$ cat src/rtl/clk_div_prog.sv
// Runtime-programmable integer clock divider with registered clk_out and a per-period tick.
// Define CLK_DIV_DUTY_EN to add a programmable high time (duty_val port).
module clk_div_prog #(
   parameter int WIDTH       = 8,
   parameter int DEFAULT_DIV = 2
) (
   input  logic             clk,
   input  logic             reset,
   input  logic             en,
   input  logic [WIDTH-1:0] div_val,
   input  logic             div_load,
`ifdef CLK_DIV_DUTY_EN
   input  logic [WIDTH-1:0] duty_val,
`endif
   output logic             clk_out,
   output logic             tick,
   output logic             busy,
   output logic [WIDTH-1:0] div_active
);

   localparam int               DEF_DIV_I = (DEFAULT_DIV < 2) ? 2 : DEFAULT_DIV;
   localparam logic [WIDTH-1:0] DEF_DIV   = WIDTH'(DEF_DIV_I);
`ifdef CLK_DIV_DUTY_EN
   localparam logic [WIDTH-1:0] DEF_DUTY  = WIDTH'((DEF_DIV_I + 1) / 2);
`endif

   typedef enum logic [1:0] {IDLE, RUN, STOPPING} state_t;

   state_t           r_state, w_state_nxt;
   logic [WIDTH-1:0] r_cnt, w_cnt_nxt;
   logic [WIDTH-1:0] r_div, w_div_nxt;
   logic [WIDTH-1:0] r_pend_div, w_pend_div_nxt;
   logic             r_pend, w_pend_nxt;
   logic             r_clk, w_clk_nxt;
   logic             r_tick, w_tick_nxt;
   logic [WIDTH-1:0] w_div_ld;
   logic [WIDTH-1:0] w_cnt_inc;
   logic [WIDTH-1:0] w_high;
   logic             w_bound;
`ifdef CLK_DIV_DUTY_EN
   logic [WIDTH-1:0] r_duty, w_duty_nxt;
   logic [WIDTH-1:0] r_pend_duty, w_pend_duty_nxt;
`endif

   assign w_div_ld  = (div_val < WIDTH'(2)) ? WIDTH'(2) : div_val;
   assign w_cnt_inc = r_cnt + 1'b1;
   assign w_bound   = (r_state != IDLE) && (r_cnt == r_div - 1'b1);

   // High time is clamped against the divisor in force, which only moves on a boundary.
`ifdef CLK_DIV_DUTY_EN
   always_comb begin
      w_high = r_duty;
      if (r_duty == '0)        w_high = WIDTH'(1);
      else if (r_duty >= r_div) w_high = r_div - 1'b1;
   end
`else
   assign w_high = (r_div >> 1) + WIDTH'(r_div[0]);
`endif

   always_comb begin
      w_state_nxt    = r_state;
      w_cnt_nxt      = r_cnt;
      w_div_nxt      = r_div;
      w_pend_div_nxt = r_pend_div;
      w_pend_nxt     = r_pend;
      w_clk_nxt      = 1'b0;
      w_tick_nxt     = 1'b0;
`ifdef CLK_DIV_DUTY_EN
      w_duty_nxt      = r_duty;
      w_pend_duty_nxt = r_pend_duty;
`endif
      case (r_state)
         IDLE: begin
            w_cnt_nxt = '0;
            if (div_load) begin
               w_div_nxt  = w_div_ld;
               w_pend_nxt = 1'b0;
`ifdef CLK_DIV_DUTY_EN
               w_duty_nxt = duty_val;
`endif
            end
            if (en) begin
               w_state_nxt = RUN;
               w_clk_nxt   = 1'b1;
               w_tick_nxt  = 1'b1;
            end
         end
         default: begin
            if (w_bound) begin
               // A load in the boundary cycle itself beats any older pending value.
               w_cnt_nxt  = '0;
               w_pend_nxt = 1'b0;
               if (div_load) begin
                  w_div_nxt = w_div_ld;
`ifdef CLK_DIV_DUTY_EN
                  w_duty_nxt = duty_val;
`endif
               end else if (r_pend) begin
                  w_div_nxt = r_pend_div;
`ifdef CLK_DIV_DUTY_EN
                  w_duty_nxt = r_pend_duty;
`endif
               end
               if (r_state == STOPPING && !en) begin
                  w_state_nxt = IDLE;
               end else begin
                  w_state_nxt = en ? RUN : STOPPING;
                  w_clk_nxt   = 1'b1;
                  w_tick_nxt  = 1'b1;
               end
            end else begin
               w_cnt_nxt   = w_cnt_inc;
               w_clk_nxt   = (w_cnt_inc < w_high);
               w_state_nxt = en ? RUN : STOPPING;
               if (div_load) begin
                  w_pend_div_nxt = w_div_ld;
                  w_pend_nxt     = 1'b1;
`ifdef CLK_DIV_DUTY_EN
                  w_pend_duty_nxt = duty_val;
`endif
               end
            end
         end
      endcase
   end

   always_ff @(posedge clk or negedge reset) begin
      if (!reset) begin
         r_state    <= IDLE;
         r_cnt      <= '0;
         r_div      <= DEF_DIV;
         r_pend_div <= DEF_DIV;
         r_pend     <= 1'b0;
         r_clk      <= 1'b0;
         r_tick     <= 1'b0;
`ifdef CLK_DIV_DUTY_EN
         r_duty      <= DEF_DUTY;
         r_pend_duty <= DEF_DUTY;
`endif
      end else begin
         r_state    <= w_state_nxt;
         r_cnt      <= w_cnt_nxt;
         r_div      <= w_div_nxt;
         r_pend_div <= w_pend_div_nxt;
         r_pend     <= w_pend_nxt;
         r_clk      <= w_clk_nxt;
         r_tick     <= w_tick_nxt;
`ifdef CLK_DIV_DUTY_EN
         r_duty      <= w_duty_nxt;
         r_pend_duty <= w_pend_duty_nxt;
`endif
      end
   end

   assign clk_out    = r_clk;
   assign tick       = r_tick;
   assign busy       = (r_state != IDLE);
   assign div_active = r_div;

endmodule

$ cat config.mk
export PLATFORM = sky130hd
export DESIGN_NAME = clk_div_prog
export DESIGN_NICKNAME = d
export VERILOG_FILES = /design/src/rtl/clk_div_prog.sv
export SDC_FILE = /design/constraint.sdc
export NUM_CORES = 1
export LEC_CHECK = 0
export CAP_MARGIN = 0
export CORE_UTILIZATION = 50
export DETAILED_ROUTE_END_ITERATION = 10
export PLACE_DENSITY = 0.82
export SYNTH_ARGS = -nofsm -noshare
export SYNTH_HDL_FRONTEND = slang
export SYNTH_SLANG_ARGS = --single-unit
export TNS_END_PERCENT = 50
$ cat constraint.sdc
create_clock -name clk -period 2.9 [get_ports clk]
set_input_delay 0.29 -clock clk [delete_from_list [all_inputs] [get_ports clk]]
set_output_delay 0.29 -clock clk [all_outputs]
set_load 0.005 [all_outputs]
# Yosys cells after proc, flatten, opt, wreduce, memory -nomap -nowiden
# Index checks and enable logic that the tools add are counted.
# classes
eq_ne	5
mux	23
n_addsub	3
bitwise_logic	2
n_reduce_logical	10
order_cmp	2
# op_table
op	n
8-bit two-way mux	8
1-bit two-way mux	10
2-bit two-way mux	5
7-bit by 1-bit adder with 8-bit output	1
8-bit by 1-bit adder with 8-bit output, second input constant	1
8-bit equality test	1
8-bit by 2-bit < comparator with 1-bit output, second input constant	1
8-bit < comparator	1
8-bit by 1-bit subtractor with 8-bit output, second input constant	1
3-bit AND reduction	2
2-bit nonzero test	3
2-bit inequality test, second input constant	2
3-bit inequality test, second input constant	1
2-bit equality test, second input constant	1
1-bit logical AND	2
2-bit zero test	1
1-bit NOT	2
2-bit AND reduction	1
1-bit zero test	1
# word_totals
output_inout_bits	11
wordCells	52
in_bits	12
regBits	29

# Depth between registers and ports, before layout
# Gate-level depths: netlist (run 1).
# logic_depth
word_depth	5
mapped_depth	10
depth_no_buf	10

# Worst setup path before layout (run 1)
# No wires, ideal clock.
# synth_timing
path_kind	register to register
startpoint	reg r_div[1], in the netlist div_active[1]
endpoint	reg r_div[6], in the netlist div_active[6]
slack_ps	710
required_time_ps	2781
stages_incl_launch_ff	10
setup_ps	119
path_buffers	1
arrival_ps	2072
cell_sequence	dfstp_2 > inv_1 > ha_1 > xnor2_1 > nor3_1 > o2111ai_1 > a221o_1 > buf_6 > nand2_1 > o21ai_2
# synth_via
elab_chain_cells	5
elab_cells_between_ends	6
cone_classes	add/sub (1); eq/ne (2); reduce/logical (3)
# synth_rtl
element	line	rtl
start, declared	31	logic [WIDTH-1:0] r_div, w_div_nxt;
start signal, assigned	143	r_div <= w_div_nxt;
8-bit by 1-bit subtractor with 8-bit output *	47	assign w_bound = (r_state != IDLE) && (r_cnt == r_div - 1'b1);
8-bit equality test *	47	
1-bit logical AND *	47	
3-bit inequality test (no line) or 2-bit nonzero test (tied branches)	n/a	
3-bit AND reduction (no line) *	n/a	
# Every way passes the cells marked *; elsewhere a longest branch is shown, timed or not.
# A chain may end at the register's enable or synchronous reset.

# Worst setup path after layout (run 1)
# layout_timing
startpoint	reg r_div[1], in the netlist div_active[1]
endpoint	reg r_div[1], in the netlist div_active[1]
# The elaborated chain is that of the path after synthesis.

==> flow_summary.toml, run 1 <==
[flow_run]
maxCapViolations = 0

[global_routing]
grt_pass1_wl_mm = 6.52
antenna_found_initial = 0
grt-ovfl-total = 0
first_global_vias = 1428
grt_max_degree = 30
grt_use_total_pct = 22.0

[synth]
ys_seq_area_share_pct = 40.2
synth_cells = 188
synth_xor_area_share_pct = 9.67
yosysUniqueCellTypes = 37
synth_fa_ha_area_share_pct = 7.60
syn-num-nets = 211
synth-compound-area-share_pct = 11.9
yosysWarnings = 0
yosys.area.top_type = "dfrtp_1"
synth.top_cell.area_share_pct = 37.3
ys_top_cells_by_area = "dfrtp_1 (37%), ha_1 (7.6%), xnor2_1 (5.8%)"
syn_area_per_cell_um2 = 9.64
synth_seq_cells = 29
synthSimpleGateAreaFrac_pct = 17.7
muxShareOfSynthArea_pct = 9.12
synth_top_family_by_area = "simple AND/OR/NAND/NOR gates"
synth_area_um2 = 1810

[die]
die_x_um = 62.2
die_h_um = 62.2
core.rowCount = 21
die_area_um2 = 3870
start_util_pct = 53.0
ios = 23
core_um2 = 3420

[clock_tree]
insertion_delay_ns = 0.33
post_cts_buffers = 0
clockBufferDepth = 2
clkTransAtPathRegs_ns = 0.09
htreeDepth = 2
hold_buffers = 0
cts_resized = 0
numCtsBuffers = 5
tritoncts = "yes"
clockRootBuffer = "clkbuf_4"
cts_sinks = 29

[status]
outcome = "completed"

[pwr]
internal-power_w = 0.00114
p_leak_nw = 0.930
ir_worst_vdd_mv = 0.383
seqPwrFrac_pct = 38.4
clockPowerShare_pct = 13.3
pwr-share-comb_pct = 48.3
p_sw_w = 0.000755
p_per_area_nw_per_um2 = 892
swShare_pct = 39.7

[timing]
setup_viol_count_final = 0
relSlewSlack_pct = 63.0
rsz0062_at_grt = "no"
finalClockSkew_ns = 0.00989
fin_crit_ns = 2.49
setup_ws_ns = 0.406
worst_pin_slew_ns = 0.554
final_hold_viol_count = 0
fin_setup_tns_ns = 0
hold_ws_ns = 0.335
maxSlewViolCount = 0
max_freq_mhz = 401
post-route-period-util_pct = 86.0

[cells_and_area]
area_growth_pct = 17.5
layout_common_cells = "dfrtp_1 (27), clkdlybuf4s50_1 (22), nand2_1 (16), nor2_1 (14), xnor2_1 (12)"
layout_commonest_cell = "dfrtp_1"
nets = 235
layout-drive-gt1-share_pct = 12.2
diodes = 0
final_cell_area_um2 = 2130
fill_cells = 297

[routing]
postRouteWirelength_mm = 3.55
ant_nets = 0
drc = 0
viasPerCell = 5.38
drt_iter0_drc = 68
wire_per_inst_um = 13.7
vias = 1394
first_pass_iters = 4

[critical_path]
crit_arrival_ns = 2.76
path_max_fanout = 15
crit_type = "flip-flop to flip-flop"
crit_path_end_kind = "flip-flop"
r2r-start = "div_active[1]"
required_ns = 3.16
ff2ff_setup_slack_ns = 0.41
start_kind = "flip-flop"
r2r-end = "div_active[1]"
reg2reg_depth = 7

[place]
post-place-ws_ns = 0.443
placed_cell_area_um2 = 2070
dp_hpwl_mm = 2.65
gp_congestion = 0.898
port_buffers = 22

[hold_path]
hold_class = "input port to async pin"
-- sequential cells by signal, summed over array words and instances (netlist names) --
| name | count |
|---|---|
| r_cnt | 8 |
| r_pend | 1 |
| div_active | 8 |
| clk_out | 1 |
| tick | 1 |
| r_pend_div | 8 |
| r_state | 2 |
-- synthesized netlist by cell type (all sizes together) --
master / n
xnor2: 12
nand3: 8
ha: 11
buf: 4
a22oi: 1
nand2: 16
nor3: 5
clkbuf: 4
mux2: 9
nand2b: 6
o21ai: 12
a31oi: 1
dfstp: 2
nor4: 3
mux2i: 6
nand4: 2
a21oi: 10
o311a: 1
o21a: 1
and2: 7
dfrtp: 27
o31ai: 2
inv: 7
nand3b: 1
a221o: 1
a21boi: 1
nor2: 15
a21o: 2
and3: 2
o2111ai: 1
xor2: 8
-- metal layers --
metal  part of all wire (%)  routed length (um)  GRT usage [%]
met1                     49                1730           29.1
met5                      0                   0              0
met2                     44                1550           33.4
met3                    5.3                 189           6.25
met4                    2.3                  82           9.88
-- critical path: stages, from the launching register on --
cell and delay [ns]:
dfstp_2 0.60, inv_1 0.06, ha_1 0.30, xnor2_1 0.14, nor3_1 0.18, o2111ai_1 0.19
a221o_1 0.60, mux2_4 0.37
-- through the flow --
| step | util [%] | std cells | total power (W) |
|---|---|---|---|
| 6_report | 62.3 | 259 | 0.00190 |
| 4_1_cts | 62.3 | 259 | 0.00191 |
| 3_5_place_dp | 60.6 | 251 | 0.00165 |
| 3_3_place_gp | 60.6 | 251 | 0.00162 |
| 5_1_grt | 62.3 | 259 | 0.00208 |
| 2_1_floorplan | - | 188 | 0.00135 |
-- worst max path at each step --
stage	from	endpoint	depth (start not counted)
2_1_floorplan	div_active[1]	div_active[6]	9
3_3_place_gp	div_active[1]	div_active[1]	7
3_5_place_dp	div_active[1]	div_active[1]	7
4_1_cts	div_active[1]	div_active[1]	7
5_1_grt	div_active[0]	r_cnt[1]	9
6_report	div_active[1]	div_active[1]	7
-- final cells by class --
class	count	area [um2]	area share (%)
inverters	7	26.3	1.23
repair buffers	25	243	11.4
flip-flops and latches	29	728	34.2
well taps	46	57.6	2.70
multi-input cells	144	1020	47.7
clock buffers	8	58.8	2.76
-- kinds of logic after synthesis --
family	count (synthesis)
simple gates	65
compound gates	33
flops	29
xor+xnor	20
buf+inv	15
mux	15
fa+ha+maj	11
-- power by group through the flow --
| stage | combinational [W] | clock, W | sequential [W] |
|---|---|---|---|
| after global routing | 0.00103 | 0.000285 | 0.000761 |
| after CTS | 0.000917 | 0.000259 | 0.000730 |
| final | 0.000918 | 0.000253 | 0.000729 |
| after global placement | 0.000890 | 0 | 0.000732 |
| after floorplan | 0.000707 | 0 | 0.000645 |
| after detailed placement | 0.000911 | 0 | 0.000738 |
Power figures use the tool's default switching activity.
==> run 2, diff against run 1 <==
Settings changed: ABC_AREA set to 1, PLACE_DENSITY 0.82 to 0.81.
==> run 2 against run 1 <==
  * Clock power up 36%
  * Cell count up 33%
  * Total power up 6.7%
  * Routed wire length up 8.9%
  * Die area up 9.2%
  * First-iteration DRC count up 21%
  * Combinational power up 6.8%
==> flow_summary.toml, run 2 <==
[pwr]
clockPowerShare_pct = 16.9
p_per_area_nw_per_um2 = 878
p_leak_nw = 1.24
ir_worst_vdd_mv = 0.440
seqPwrFrac_pct = 34.7
swShare_pct = 42.6
internal-power_w = 0.00116
p_sw_w = 0.000863
pwr-share-comb_pct = 48.3

[timing]
final_hold_viol_count = 0
setup_viol_count_final = 0
fin_setup_tns_ns = 0
fin_crit_ns = 2.25
max_freq_mhz = 445
maxSlewViolCount = 0
rsz0062_at_grt = "no"
relSlewSlack_pct = 64.7
finalClockSkew_ns = 0.00599
post-route-period-util_pct = 77.5
worst_pin_slew_ns = 0.530
hold_ws_ns = 0.389

[critical_path]
required_ns = 3.12
crit_top_cell = "inv_1"
cp_cell_sequence = "inv_1 -> nor3_1 -> nand3_1 -> nor3b_1 -> xor2_1 -> inv_1 -> ha_1 -> a21oi_1 -> nand4_1 -> nand2_1"
r2r-end = "clk_out"
crit_slowest_cell = "dfrtp_1"
critPathMaxStageDelay_ns = 0.41
crit_end = "clk_out"
start_kind = "flip-flop"
crit_start = "r_cnt[0]"
crit_path_end_kind = "flip-flop"
ff2ff_setup_slack_ns = 0.65
crit_type = "flip-flop to flip-flop"
crit_arrival_ns = 2.47
r2r-start = "r_cnt[0]"
reg2reg_depth = 10
path_max_fanout = 5

[synth]
yosysWarnings = 0
synth_most_common_cell = "nand2_1"
synth_cells = 273
ys_top_cells_by_area = "dfrtp_1 (34%), nand2_1 (18%), ha_1 (6.9%)"
synth_flop_cell = "dfrtp_1"
ys_seq_area_share_pct = 36.7
async_reset_ff_share_pct = 100
syn-num-nets = 296
yosysUniqueCellTypes = 29
synth_seq_cells = 29
syn_area_per_cell_um2 = 7.27
synth.top_cell.area_share_pct = 34.0
yosys.area.top_type = "dfrtp_1"
synth_common_cells = "nand2_1 (94), inv_1 (34), dfrtp_1 (27), nor2_1 (27), nand3_1 (18)"
synth_area_um2 = 1980
synth_edf_count = 0

[die]
die_area_um2 = 4230
die_x_um = 65
die_h_um = 65
ios = 23
core.rowCount = 22
core_um2 = 3740
start_util_pct = 53.0

[global_routing]
grt_pass1_wl_mm = 6.97
first_global_vias = 1590
grt_max_degree = 30
antenna_found_initial = 0
grt-ovfl-total = 0
grt_use_total_pct = 21.8

[routing]
wire_per_inst_um = 11.2
drt_iter0_drc = 82
vias = 1718
drc = 0
viasPerCell = 4.98
first_pass_iters = 4
postRouteWirelength_mm = 3.87
ant_nets = 0

[clock_tree]
insertion_delay_ns = 0.28
numCtsBuffers = 5
cts_sinks = 29
cts_resized = 0
tritoncts = "yes"
post_cts_buffers = 0
clockRootBuffer = "clkbuf_8"
clockBufferDepth = 2
clkTransAtPathRegs_ns = 0.06
htreeDepth = 2
hold_buffers = 0

[place]
dp_hpwl_mm = 2.94
port_buffers = 22
gp_congestion = 0.807

[cells_and_area]
area_growth_pct = 16.4
nets = 319
layout_commonest_cell = "nand2_1"
diodes = 0
layout-drive-gt1-share_pct = 7.74
layout_common_cells = "nand2_1 (94), inv_1 (34), nor2_1 (27), dfrtp_1 (27), clkdlybuf4s50_1 (22)"

[flow_run]
maxCapViolations = 0

[status]
outcome = "completed"

[hold_path]
hold_class = "input port to async pin"
==> run 2: worst min-delay path by stage <==
stage,start,end,slack [ns],depth (start not counted)
detailed placement,r_pend_div[3],r_pend_div[3],0.46,2
global route,reset,clk_out,0.43,2
finish,reset,r_pend_div[0],0.39,2
CTS,reset,clk_out,0.41,2
global placement,r_pend_div[1],r_pend_div[1],0.46,2
floorplan,reset,clk_out,-0.006,0
==> run 2: kinds of logic after synthesis <==
kind of cell,synth area share (%)
compound gates,3.09
xor+xnor,5.99
simple gates,37.6
fa+ha+maj,6.94
buf+inv,9.65
flops,36.7
==> run 2: area by class of cell <==
| class | instances | area [um2] |
|---|---|---|
| clock buffers | 8 | 90.1 |
| fillers | 360 | 1430 |
| inverters | 35 | 131 |
| multi-input cells | 201 | 1060 |
| flip-flops and latches | 29 | 728 |
| well taps | 48 | 60.1 |
| repair buffers | 24 | 235 |
==> run 2: routing by layer <==
metal	vias to the layer above	GRT usage (%)	part of all wire (%)
met5	-	0	0
met4	0	8.61	1.7
met2	38	37.5	50
li1	902	-	-
met1	771	26.1	45
met3	7	4.75	4.1
==> run 2: power groups by stage <==
stage	sequential (W)	clock, W	combinational, W
finish	0.000704	0.000343	0.000980
global placement	0.000705	0	0.000959
detailed placement	0.000710	0	0.000982
global route	0.000727	0.000368	0.00114
floorplan	0.000638	0	0.000764
CTS	0.000703	0.000349	0.000990
==> run 2: worst max-delay path: cells and delay by family, from the launching register on <==
kind                       cells  cell delay (ns)
AOI/OAI and AO/OA              1             0.14
xor gates and xnor gates       1             0.23
adders and majority gates      1             0.31
buffers and inverters          2             0.14
DFF                            1             0.41
and+or+nand+nor                5             0.97
==> run 2: per-stage QoR <==
step                util, %  instances  setup slack, ns  area, um2  power, W
floorplan                 -        273            0.967       1980   0.00140
global placement       59.3        337            0.666       2220   0.00166
detailed placement     59.3        337            0.664       2220   0.00169
CTS                    61.7        345            0.634       2310   0.00204
global route           61.7        345            0.322       2310   0.00224
finish                 61.7        345            0.651       2310   0.00203
